===== src/rtl/wave_pkg.sv =====
// Shared constants and selector encodings for wave_timebase and wave_generator.
package wave_pkg;

    localparam int unsigned WAVE_W = 8;
    localparam int unsigned SEL_W  = 3;
    localparam int unsigned CODE_W = 4;
    localparam int unsigned DIV_W  = 16;

    typedef enum logic [SEL_W-1:0] {
        SEL_RHOMBOID = 3'd0,
        SEL_SINE     = 3'd1,
        SEL_SQUARE   = 3'd2,
        SEL_RECIP    = 3'd3,
        SEL_SAW      = 3'd4,
        SEL_FWR      = 3'd5,
        SEL_MODSQ    = 3'd6
    } sel_e;

    // Divide value for a frequency code, floored at 1. A base of 2^16 at code 0
    // truncates to 0, which the prescaler's wrapping compare treats as 65536.
    function automatic logic [DIV_W-1:0] calc_div(input int unsigned base,
                                                   input logic [CODE_W-1:0] code);
        int unsigned shifted;
        shifted = base >> code;
        if (shifted == 0) begin
            shifted = 1;
        end
        return DIV_W'(shifted);
    endfunction

endpackage


===== src/rtl/wave_prescaler.sv =====
// Prescaler: counts 0..div-1 while enabled and flags the terminal count.
module wave_prescaler
    import wave_pkg::*;
(
    input  logic             clk,
    input  logic             rst,
    input  logic             enable,
    input  logic [DIV_W-1:0] div,
    output logic             step_c
);

    logic [DIV_W-1:0] presc_q;
    logic [DIV_W-1:0] presc_d;
    logic             terminal_c;

    // div-1 wraps to all-ones for div=0, giving a full 2^16 count.
    assign terminal_c = (presc_q == (div - DIV_W'(1)));
    assign step_c     = enable && terminal_c;

    // Next count: advance while enabled, restart after the terminal count.
    always_comb begin
        presc_d = presc_q;
        if (enable) begin
            presc_d = terminal_c ? '0 : presc_q + DIV_W'(1);
        end
    end

    // Count register.
    always_ff @(posedge clk or negedge rst) begin
        if (!rst) begin
            presc_q <= '0;
        end else begin
            presc_q <= presc_d;
        end
    end

endmodule


===== src/rtl/wave_timebase.sv =====
// Phase/selector timebase for wave_generator; frequency and waveform changes
// are held pending and applied only on the 255->0 phase wrap.
module wave_timebase
    import wave_pkg::*;
#(
    parameter int unsigned      DIV_BASE  = 1024,
    parameter int unsigned      CODE_MAX  = 10,
    parameter logic [SEL_W-1:0] SEL_RESET = 3'b000
) (
    input  logic              clk,
    input  logic              rst,
    input  logic              enable,
    input  logic              freq_up,
    input  logic              freq_down,
    input  logic [SEL_W-1:0]  sel_in,
    input  logic              sel_load,
    output logic [WAVE_W-1:0] wavecnt,
    output logic [SEL_W-1:0]  selector,
    output logic              step_tick,
    output logic              wrap_tick,
    output logic [CODE_W-1:0] freq_code
);

    localparam logic [CODE_W-1:0] CODE_TOP = CODE_W'(CODE_MAX);

    logic [WAVE_W-1:0] wavecnt_q,      wavecnt_d;
    logic [SEL_W-1:0]  selector_q,     selector_d;
    logic [CODE_W-1:0] freq_code_q,    freq_code_d;
    logic [CODE_W-1:0] pending_code_q, pending_code_d;
    logic [SEL_W-1:0]  pending_sel_q,  pending_sel_d;
    logic              step_tick_q;
    logic              wrap_tick_q;

    logic [DIV_W-1:0]  div_c;
    logic              step_c;
    logic              wrap_c;

    // Divide value always follows the applied code, never the pending one.
    assign div_c = calc_div(DIV_BASE, freq_code_q);

    wave_prescaler u_prescaler (
        .clk    (clk),
        .rst    (rst),
        .enable (enable),
        .div    (div_c),
        .step_c (step_c)
    );

    // Pending requests: saturating code adjust, last selector load wins.
    always_comb begin
        pending_code_d = pending_code_q;
        pending_sel_d  = pending_sel_q;
        if (freq_up && !freq_down) begin
            if (pending_code_q < CODE_TOP) begin
                pending_code_d = pending_code_q + CODE_W'(1);
            end
        end else if (freq_down && !freq_up) begin
            if (pending_code_q != '0) begin
                pending_code_d = pending_code_q - CODE_W'(1);
            end
        end
        if (sel_load) begin
            pending_sel_d = sel_in;
        end
    end

    // Phase advance and wrap commit; same-cycle requests join the commit.
    always_comb begin
        wavecnt_d   = wavecnt_q;
        freq_code_d = freq_code_q;
        selector_d  = selector_q;
        wrap_c      = step_c && (wavecnt_q == '1);
        if (step_c) begin
            wavecnt_d = wavecnt_q + WAVE_W'(1);
        end
        if (wrap_c) begin
            freq_code_d = pending_code_d;
            selector_d  = pending_sel_d;
        end
    end

    // Pending request registers.
    always_ff @(posedge clk or negedge rst) begin
        if (!rst) begin
            pending_code_q <= '0;
            pending_sel_q  <= SEL_RESET;
        end else begin
            pending_code_q <= pending_code_d;
            pending_sel_q  <= pending_sel_d;
        end
    end

    // Applied state and tick registers.
    always_ff @(posedge clk or negedge rst) begin
        if (!rst) begin
            wavecnt_q   <= '0;
            selector_q  <= SEL_RESET;
            freq_code_q <= '0;
            step_tick_q <= 1'b0;
            wrap_tick_q <= 1'b0;
        end else begin
            wavecnt_q   <= wavecnt_d;
            selector_q  <= selector_d;
            freq_code_q <= freq_code_d;
            step_tick_q <= step_c;
            wrap_tick_q <= wrap_c;
        end
    end

    assign wavecnt   = wavecnt_q;
    assign selector  = selector_q;
    assign freq_code = freq_code_q;
    assign step_tick = step_tick_q;
    assign wrap_tick = wrap_tick_q;

endmodule


===== config.mk =====
export PLATFORM = sky130hd
export DESIGN_NAME = wave_timebase
export DESIGN_NICKNAME = d
export VERILOG_FILES = /design/src/rtl/wave_pkg.sv /design/src/rtl/wave_prescaler.sv /design/src/rtl/wave_timebase.sv
export SDC_FILE = /design/constraint.sdc
export NUM_CORES = 1
export LEC_CHECK = 0
export CAP_MARGIN = 5
export CORE_ASPECT_RATIO = 0.75
export CORE_MARGIN = 2
export CORE_UTILIZATION = 40
export CTS_CLUSTER_SIZE = 10
export DETAILED_ROUTE_END_ITERATION = 6
export MAX_ROUTING_LAYER = met4
export SYNTH_ARGS = -nofsm -noshare
export SYNTH_HDL_FRONTEND = slang
export SYNTH_SLANG_ARGS = --single-unit

===== constraint.sdc =====
create_clock -name clk -period 7.8 [get_ports clk]
set_input_delay 0.78 -clock clk [delete_from_list [all_inputs] [get_ports clk]]
set_output_delay 0.78 -clock clk [all_outputs]
set_load 0.01 [all_outputs]

# --- After elaboration in Yosys (flattened, before gate mapping) ---
# Cells that the tools add are included.
# W data, S select, Z words.
op_classes:
  eq_ne: 2
  n_reduce_logical: 8
  shifts: 1
  n_mux: 7
  magnitude_cmp: 1
  addsub: 5
op_table:
  columns: ["operator", "count"]
  rows:
  - ["$logic_not A32 Y1", 1]
  - ["$mux W16", 2]
  - ["$shr A11 B4 Y32 const A", 1]
  - ["$add A16 B1 Y16 const B", 1]
  - ["$eq A16 B16 Y1", 1]
  - ["$mux W4", 4]
  - ["$sub A16 B1 Y16 const B", 1]
  - ["$add A8 B1 Y8 const B", 1]
  - ["$eq A8 B8 Y1 const B", 1]
  - ["$add A4 B1 Y4 const B", 1]
  - ["$logic_and A1 B1 Y1", 4]
  - ["$lt A4 B4 Y1 const B", 1]
  - ["$reduce_bool A4 Y1", 1]
  - ["$sub A4 B1 Y4 const B", 1]
  - ["$mux W3", 1]
  - ["$logic_not A1 Y1", 2]
totals:
  elab_cells: 32
  out_inout_bits: 17
  inputBits: 9
  reg_bits: 40

# --- Depth between registers and ports, before layout ---
# Gate-level depths: netlist (run 1).
depth:
  depth_word: 7
  ltp_mapped: 12
  depth_no_buf: 9

# --- Cells and area by module ---
# A second synthesis (run 1) with hierarchy kept.
unflattened:
  cells_unflattened: 276
  hier_area_um2: 2676.3
by_module_without_submodules:
  columns: ["mod", "cells_each", "area_each_um2", "instances", "seq_area_each_um2"]
  rows:
  - ["wave_prescaler", 165, 1450.1, 1, 400.4]
  - ["wave_timebase", 111, 1226.2, 1, 600.6]

# --- Worst setup path before layout (run 1) ---
# Ideal clock, no wire load.
synth_path:
  kind: "reg-to-reg"
  from: "register freq_code_q[1], in the netlist freq_code[1]"
  to: "register freq_code_q[0], in the netlist freq_code[0]"
  path_stages_with_launch: 11
  t_required_ps: 7675
  arrival_time_ps: 2943
  setup_ps: 125
  period_less_slack_ps: 3068
  slack_ps: 4732
  n_path_buf: 1
  path_cell_list: "dfrtp_1 -> buf_2 -> nor2_1 -> nand3_1 -> ha_1 -> xnor2_1 -> or4_1 -> a21oi_1 -> nand3_2 -> nor4_4 -> mux2_4"
synth_between:
  elab_chain_cells: 7
synth_rtl:
  columns: ["item", "line", "text"]
  rows:
  - ["from (decl)", "wave_timebase.sv:28", "logic [CODE_W-1:0] freq_code_q, freq_code_d;"]
  - ["from (signal assigned)", "wave_timebase.sv:104", "freq_code_q <= freq_code_d;"]
  - ["$shr A11 B4 Y32 (*)", "wave_pkg.sv:24", "shifted = base >> code;"]
  - ["$logic_not A32 Y1", "wave_pkg.sv:25", "if (shifted == 0) begin"]
  - ["$mux W16 (*)", "wave_pkg.sv:25", null]
  - ["$sub A16 B1 Y16 (*)", "wave_prescaler.sv:17", "assign terminal_c = (presc_q == (div - DIV_W'(1)));"]
  - ["$eq A16 B16 Y1 (*)", "wave_prescaler.sv:17", null]
  - ["$logic_and A1 B1 Y1 (*)", "wave_prescaler.sv:18", "assign step_c = enable && terminal_c;"]
  - ["$logic_and A1 B1 Y1 (*)", "wave_timebase.sv:72", "wrap_c = step_c && (wavecnt_q == '1);"]
# Every way passes the cells marked *; elsewhere a longest branch is shown, timed or not.
# A chain may end at the register's enable or synchronous reset.

# --- Final worst setup path (run 1) ---
layout_path:
  from: "register freq_code_q[3], in the netlist freq_code[3]"
  to: "register selector_q[0], in the netlist selector[0]"
layout_between:
  elab_chain_cells: 7
layout_rtl:
  columns: ["item", "line", "text"]
  rows:
  - ["$shr A11 B4 Y32 (*)", "wave_pkg.sv:24", null]
  - ["$logic_not A32 Y1", "wave_pkg.sv:25", null]
  - ["$mux W16 (*)", "wave_pkg.sv:25", null]
  - ["$sub A16 B1 Y16 (*)", "wave_prescaler.sv:17", null]
  - ["$eq A16 B16 Y1 (*)", "wave_prescaler.sv:17", null]
  - ["$logic_and A1 B1 Y1 (*)", "wave_prescaler.sv:18", null]
  - ["$logic_and A1 B1 Y1 (*)", "wave_timebase.sv:72", null]
  - ["to (signal assigned)", "wave_timebase.sv:103", "selector_q <= selector_d;"]
  - ["to (decl)", "wave_timebase.sv:27", "logic [SEL_W-1:0] selector_q, selector_d;"]
# Marked as above.

==> impl_metrics.env, run 1 <==
export IMPL_fmax_mhz=285
export IMPL_synth_area_mm2=0.00245
export IMPL_setup_ws_ns=4.29
export IMPL_hold_viol=0
export IMPL_yosysUniqueCellTypes=53
export IMPL_cts_hold_buf=0
export IMPL_worstHoldPathType="reg -> reg"
export IMPL_critical_path_arrival_ns=3.69
export IMPL_final_common_cell="dfrtp_1"
export IMPL_powerDensity_mw_per_mm2=213
export IMPL_path_class="reg -> reg"
export IMPL_period_minus_slack_ns=3.51
export IMPL_grt_setup_unrepaired="false"
export IMPL_cts_tree="built"
export IMPL_antenna_cells=0
export IMPL_total_leakage_power_nw=1.27
export IMPL_wl_per_cell_um=14.6
export IMPL_synth_area_leaders="dfrtp_1 41%, xnor2_1 4.6%, mux2_4 4.3%"
export IMPL_worstPathMaxFanout=21
export IMPL_path_buf_inv=0
export IMPL_grt_pass1_vias=1787
export IMPL_cp_cell_sequence="o21ai_0 -> ha_1 -> xnor2_1 -> or4_1 -> a21oi_1 -> nand3_2 -> nor4_4 -> mux2_4"
export IMPL_max_stage_delay_ns=0.73
export IMPL_cts_buffers=5
export IMPL_rows=24
export IMPL_core_area_mm2=0.00586
export IMPL_die_area_mm2=0.00677
export IMPL_startpoint_type="flip-flop"
export IMPL_via_count=1879
export IMPL_layout_drive_gt1_share_pct=12.3
export IMPL_slew_violations=0
export IMPL_slew_limit_headroom_pct=39.8
export IMPL_synth_top_area_share_pct=40.9
export IMPL_cp_required_ns=7.98
export IMPL_initial_core_util_pct=41.8
export IMPL_worstMarginPinSlew_ns=0.904
export IMPL_ctsResizeCount=0
export IMPL_crit_slowest_cell="dfrtp_1"
export IMPL_synth_seq_cells=40
export IMPL_clkLatencyLatePin_ns=0.30
export IMPL_layout_common_cells="40 x dfrtp_1, 24 x clkdlybuf4s50_1, 19 x nor2_1"
export IMPL_syn_inst=248
export IMPL_syn_num_nets=262
export IMPL_drt_wl_total_um=5060
export IMPL_antenna_found_initial=0
export IMPL_ys_warn_count=0
export IMPL_synth_largest_area_cell="dfrtp_1"
export IMPL_ctsHtreeMaxLevel=2
export IMPL_dp_hpwl_um=3610
export IMPL_fin_tns_setup_ns=0
export IMPL_grt_max_degree=41
export IMPL_drt_pass1_iterations=4
export IMPL_syn_avg_cell_area_um2=9.87
export IMPL_grt_pass1_wl_um=8670
export IMPL_avgViaCountPerCell=5.41
export IMPL_status="finished, final reports clean"
export IMPL_max_vdd_ir_drop_mv=0.104
export IMPL_die_h_um=71.8
export IMPL_cpLargestDelayFamily="simple AND/OR/NAND/NOR gates"
export IMPL_die_w_um=94.3
export IMPL_grt_total_usage_pct=16.8
export IMPL_fin_nets=282
export IMPL_grt_overflow_total=0
export IMPL_synthToLayoutAreaGrowth_pct=18.1
export IMPL_cts_sinks=40
export IMPL_synth_seq_area_share_pct=40.9
export IMPL_drc_errors=0
export IMPL_cts_buffer_depth=2
export IMPL_ys_flop_type="dfrtp_1"
export IMPL_synth_edf_count=0
export IMPL_hold_ws_ns=0.467
export IMPL_antenna_left=0
export IMPL_fin_skew_ns=0.0111
export IMPL_end_kind="flip-flop"
export IMPL_final_setup_viol_count=0
export IMPL_finalCritPeriodShare_pct=45.0
export IMPL_drtIter0Drc=149
export IMPL_ios=26
export IMPL_synth_async_reset_ratio_pct=100
export IMPL_cts_root_buf="clkbuf_8"
export IMPL_cap_violations=0
export IMPL_cts_setup_buffers=0
export IMPL_clkTransAtPathRegs_ns=0.08
export IMPL_gp_congestion=0.811
export IMPL_dp_slack_ns=3.99
export IMPL_portBuffers=25
per-stage QoR:
step	instances	power [mW]	utilization (%)	area, µm²
after floorplan	248	0.354	-	2450
after global placement	338	0.381	46.6	2730
after detailed placement	338	0.383	46.6	2730
after CTS	346	0.619	49.3	2890
after global routing	347	0.652	49.4	2890
final	347	0.615	49.4	2890
routing by layer:
layer,share of wire [%],vias to the layer above,GRT usage (%)
met5,0,-,-
met4,1.0,0,4.35
met3,5.5,6,4.42
met2,41,43,23.2
met1,52,902,24.5
li1,-,928,-
area by class of cell:
type                            count  area, µm²
Clock inverter                      3       90.1
Multi-Input combinational cell    184       1340
Sequential cell                    40       1000
Timing Repair Buffer               26        253
Clock buffer                        5       68.8
Tap cell                           78       97.6
Fill cell                         553       2960
Inverter                           11       41.3
state kept, by name, indices dropped and copies added, names as in the netlist:
name / count
selector: 3
u_prescaler.presc_q: 16
freq_code: 4
pending_sel_q: 3
step_tick: 1
wrap_tick: 1
wavecnt: 8
pending_code_q: 4
logic make-up (layout without fill, tap and decap cells):
| kind of cell | after synthesis | in the layout | share of synthesized area, % |
|---|---|---|---|
| muxes | 11 | 11 | 6.13 |
| adders and majority gates | 5 | 5 | 2.55 |
| xor gates and xnor gates | 25 | 25 | 8.94 |
| DFF | 40 | 40 | 40.9 |
| and+or+nand+nor | 106 | 106 | 26.4 |
| buffers and inverters | 24 | 45 | 4.34 |
| AOI/OAI and AO/OA | 37 | 37 | 10.8 |
cells in the mapped netlist (3+ instances only):
cell type / instances
nand2_1: 16
buf_2: 7
clkbuf_1: 5
dfrtp_1: 40
mux2_2: 4
and3_1: 6
or4_1: 3
nand4_1: 5
nand3_1: 16
nor3_1: 4
xor2_1: 12
mux2_4: 7
nand2b_1: 3
xnor2_1: 13
nor2_1: 19
o22ai_1: 4
or3_1: 4
nor4_1: 7
a21oi_1: 9
ha_1: 5
o21ai_0: 7
nor2b_1: 4
inv_1: 11
power breakdown:
part / internal (mW) / switching (mW)
registers: 0.233 / 0.0460
clock network: 0.160 / 0.0762
logic: 0.0499 / 0.0508
final timing paths:
path / end / slack, ns / startpoint / cells after the start
setup / recovery: selector[0] / 4.29 / freq_code[3] / 8
hold / removal: u_prescaler.presc_q[15] / 0.47 / u_prescaler.presc_q[15] / 1
setup reg to reg: selector[0] / 4.29 / freq_code[3] / 8
max in group asynchronous: wavecnt[3] / 6.62 / rst / 1
min in group asynchronous: u_prescaler.presc_q[12] / 0.61 / rst / 1
hold reg to reg: u_prescaler.presc_q[15] / 0.47 / u_prescaler.presc_q[15] / 1
No activity file was read; power rests on OpenSTA's default activity.
==> run 2, diff against run 1 <==
==> constraint.sdc (replaced) <==
create_clock -name clk -period 3.05 [get_ports clk]
set_input_delay 0.305 -clock clk [delete_from_list [all_inputs] [get_ports clk]]
set_output_delay 0.305 -clock clk [all_outputs]
set_load 0.01 [all_outputs]
==> impl_metrics.env, run 2 (synthesis results as in run 1) <==
export IMPL_grt_total_usage_pct=17.4
export IMPL_ctsHtreeMaxLevel=2
export IMPL_fin_tns_setup_ns=0
export IMPL_placed_cell_area_mm2=0.00281
export IMPL_cts_sinks=40
export IMPL_die_area_mm2=0.00677
export IMPL_dp_hpwl_um=4000
export IMPL_ios=26
export IMPL_grt_pass1_vias=1804
export IMPL_cts_buffers=5
export IMPL_antenna_left=0
export IMPL_reg2reg_from="freq_code[2]"
export IMPL_wl_per_cell_um=14.9
export IMPL_cts_buffer_depth=2
export IMPL_grt_setup_unrepaired="false"
export IMPL_hold_viol=0
export IMPL_max_vdd_ir_drop_mv=0.281
export IMPL_critical_path_arrival_ns=3.04
export IMPL_synthToLayoutAreaGrowth_pct=20.1
export IMPL_drt_wl_total_um=5310
export IMPL_antenna_found_initial=0
export IMPL_largest_register="u_prescaler.presc_q"
export IMPL_power_mw=1.46
export IMPL_grt_pass1_wl_um=8910
export IMPL_drc_errors=0
export IMPL_fmax_mhz=349
export IMPL_avgViaCountPerCell=5.41
export IMPL_r2r_slack_ns=0.18
export IMPL_end_kind="flip-flop"
export IMPL_final_common_cell="dfrtp_1"
export IMPL_total_leakage_power_nw=1.31
export IMPL_startpoint_type="flip-flop"
export IMPL_clkTransAtPathRegs_ns=0.08
export IMPL_gp_congestion=0.892
export IMPL_drtIter0Drc=110
export IMPL_cp_required_ns=3.22
export IMPL_largest_reg_flops=16
export IMPL_finalCritPeriodShare_pct=94.0
export IMPL_drt_pass1_iterations=4
export IMPL_initial_core_util_pct=41.8
export IMPL_die_w_um=94.3
export IMPL_path_class="reg -> reg"
export IMPL_via_count=1930
export IMPL_status="finished, final reports clean"
export IMPL_cts_root_buf="clkbuf_8"
export IMPL_grt_overflow_total=0
export IMPL_die_h_um=71.8
export IMPL_worstMarginPinSlew_ns=0.917
export IMPL_period_minus_slack_ns=2.87
export IMPL_grt_max_degree=41
export IMPL_stdcell_area_mm2=0.00294
export IMPL_cts_tree="built"
export IMPL_rows=24
export IMPL_final_setup_viol_count=0
export IMPL_powerDensity_mw_per_mm2=497
export IMPL_clkLatencyLatePin_ns=0.29
export IMPL_slew_limit_headroom_pct=38.9
export IMPL_ff2ff_path_depth=10
export IMPL_fin_util_pct=50.2
export IMPL_core_area_mm2=0.00586
export IMPL_rr_endpoint="freq_code[0]"
export IMPL_layout_drive_gt1_share_pct=16.5
export IMPL_fin_nets=292
export IMPL_layout_common_cells="39 x dfrtp_1, 24 x clkdlybuf4s50_1, 18 x nor2_1"
export IMPL_worstHoldPathType="in -> async"
export IMPL_slew_violations=0
export IMPL_portBuffers=25
export IMPL_fin_skew_ns=0.00942
export IMPL_worstPathMaxFanout=9
export IMPL_antenna_cells=0
export IMPL_cap_violations=0
[run 2: stage by stage]
| step | setup WS (ns) | std cells | hold WS [ns] |
|---|---|---|---|
| after detailed placement | 0.0880 | 348 | 0.480 |
| after global routing | 0.00393 | 357 | 0.218 |
| after floorplan | 0.00821 | 248 | 0.00941 |
| final | 0.183 | 357 | 0.146 |
| after CTS | 0.0794 | 356 | 0.176 |
| after global placement | 0.166 | 348 | 0.481 |
[run 2: where the power goes]
part	leakage (nW)	internal, mW	switching, mW
clock	0.0645	0.289	0.190
combinational	0.720	0.128	0.134
sequential	0.523	0.595	0.126
total	1.31	1.01	0.450
[run 2: cell type report]
type	count	area (µm²)
tap	78	97.6
multi-input combinational	184	1350
fill	525	2910
inverter	11	41.3
sequential	40	1000
timing repair buffer	36	328
clock buffer	7	96.3
clock inverter	1	30.0
[run 2: worst max-delay path by stage]
stage	start	end	slack, ns	cells past startpoint
floorplan	freq_code[1]	freq_code[1]	0.008	10
finish	freq_code[2]	freq_code[0]	0.18	10
CTS	freq_code[2]	freq_code[0]	0.08	9
global placement	freq_code[2]	selector[0]	0.17	9
global route	freq_code[2]	wavecnt[0]	0.004	10
detailed placement	freq_code[2]	freq_code[0]	0.09	9
[run 2: critical path, cell delays in order (launching register included)]
cell     delay (ns)
dfrtp_1        0.48
nor2_2         0.16
nand3_1        0.11
ha_2           0.35
xnor2_1        0.06
or4_1          0.40
a21oi_1        0.21
nand3_2        0.23
nor4_4         0.21
buf_4          0.23
mux2_4         0.31
[run 2: what timing repair did]
action / 4_1_cts / 5_1_grt
endpoints found under the setup margin: 0 / 11
gates resized for setup: 0 / 2
hold buffers: 0 / 0
setup buffers: 0 / 1
[run 2: routing by layer]
layer  wire length (µm)  global-route usage, %  vias to the layer above  part of all wire, %
met4                 17                   4.51                        0                 0.32
li1                   -                      -                      953                    -
met3                292                   3.36                        2                  5.5
met5                  0                      -                        -                    0
met1               2730                   26.9                      927                   51
met2               2270                   23.3                       48                   43
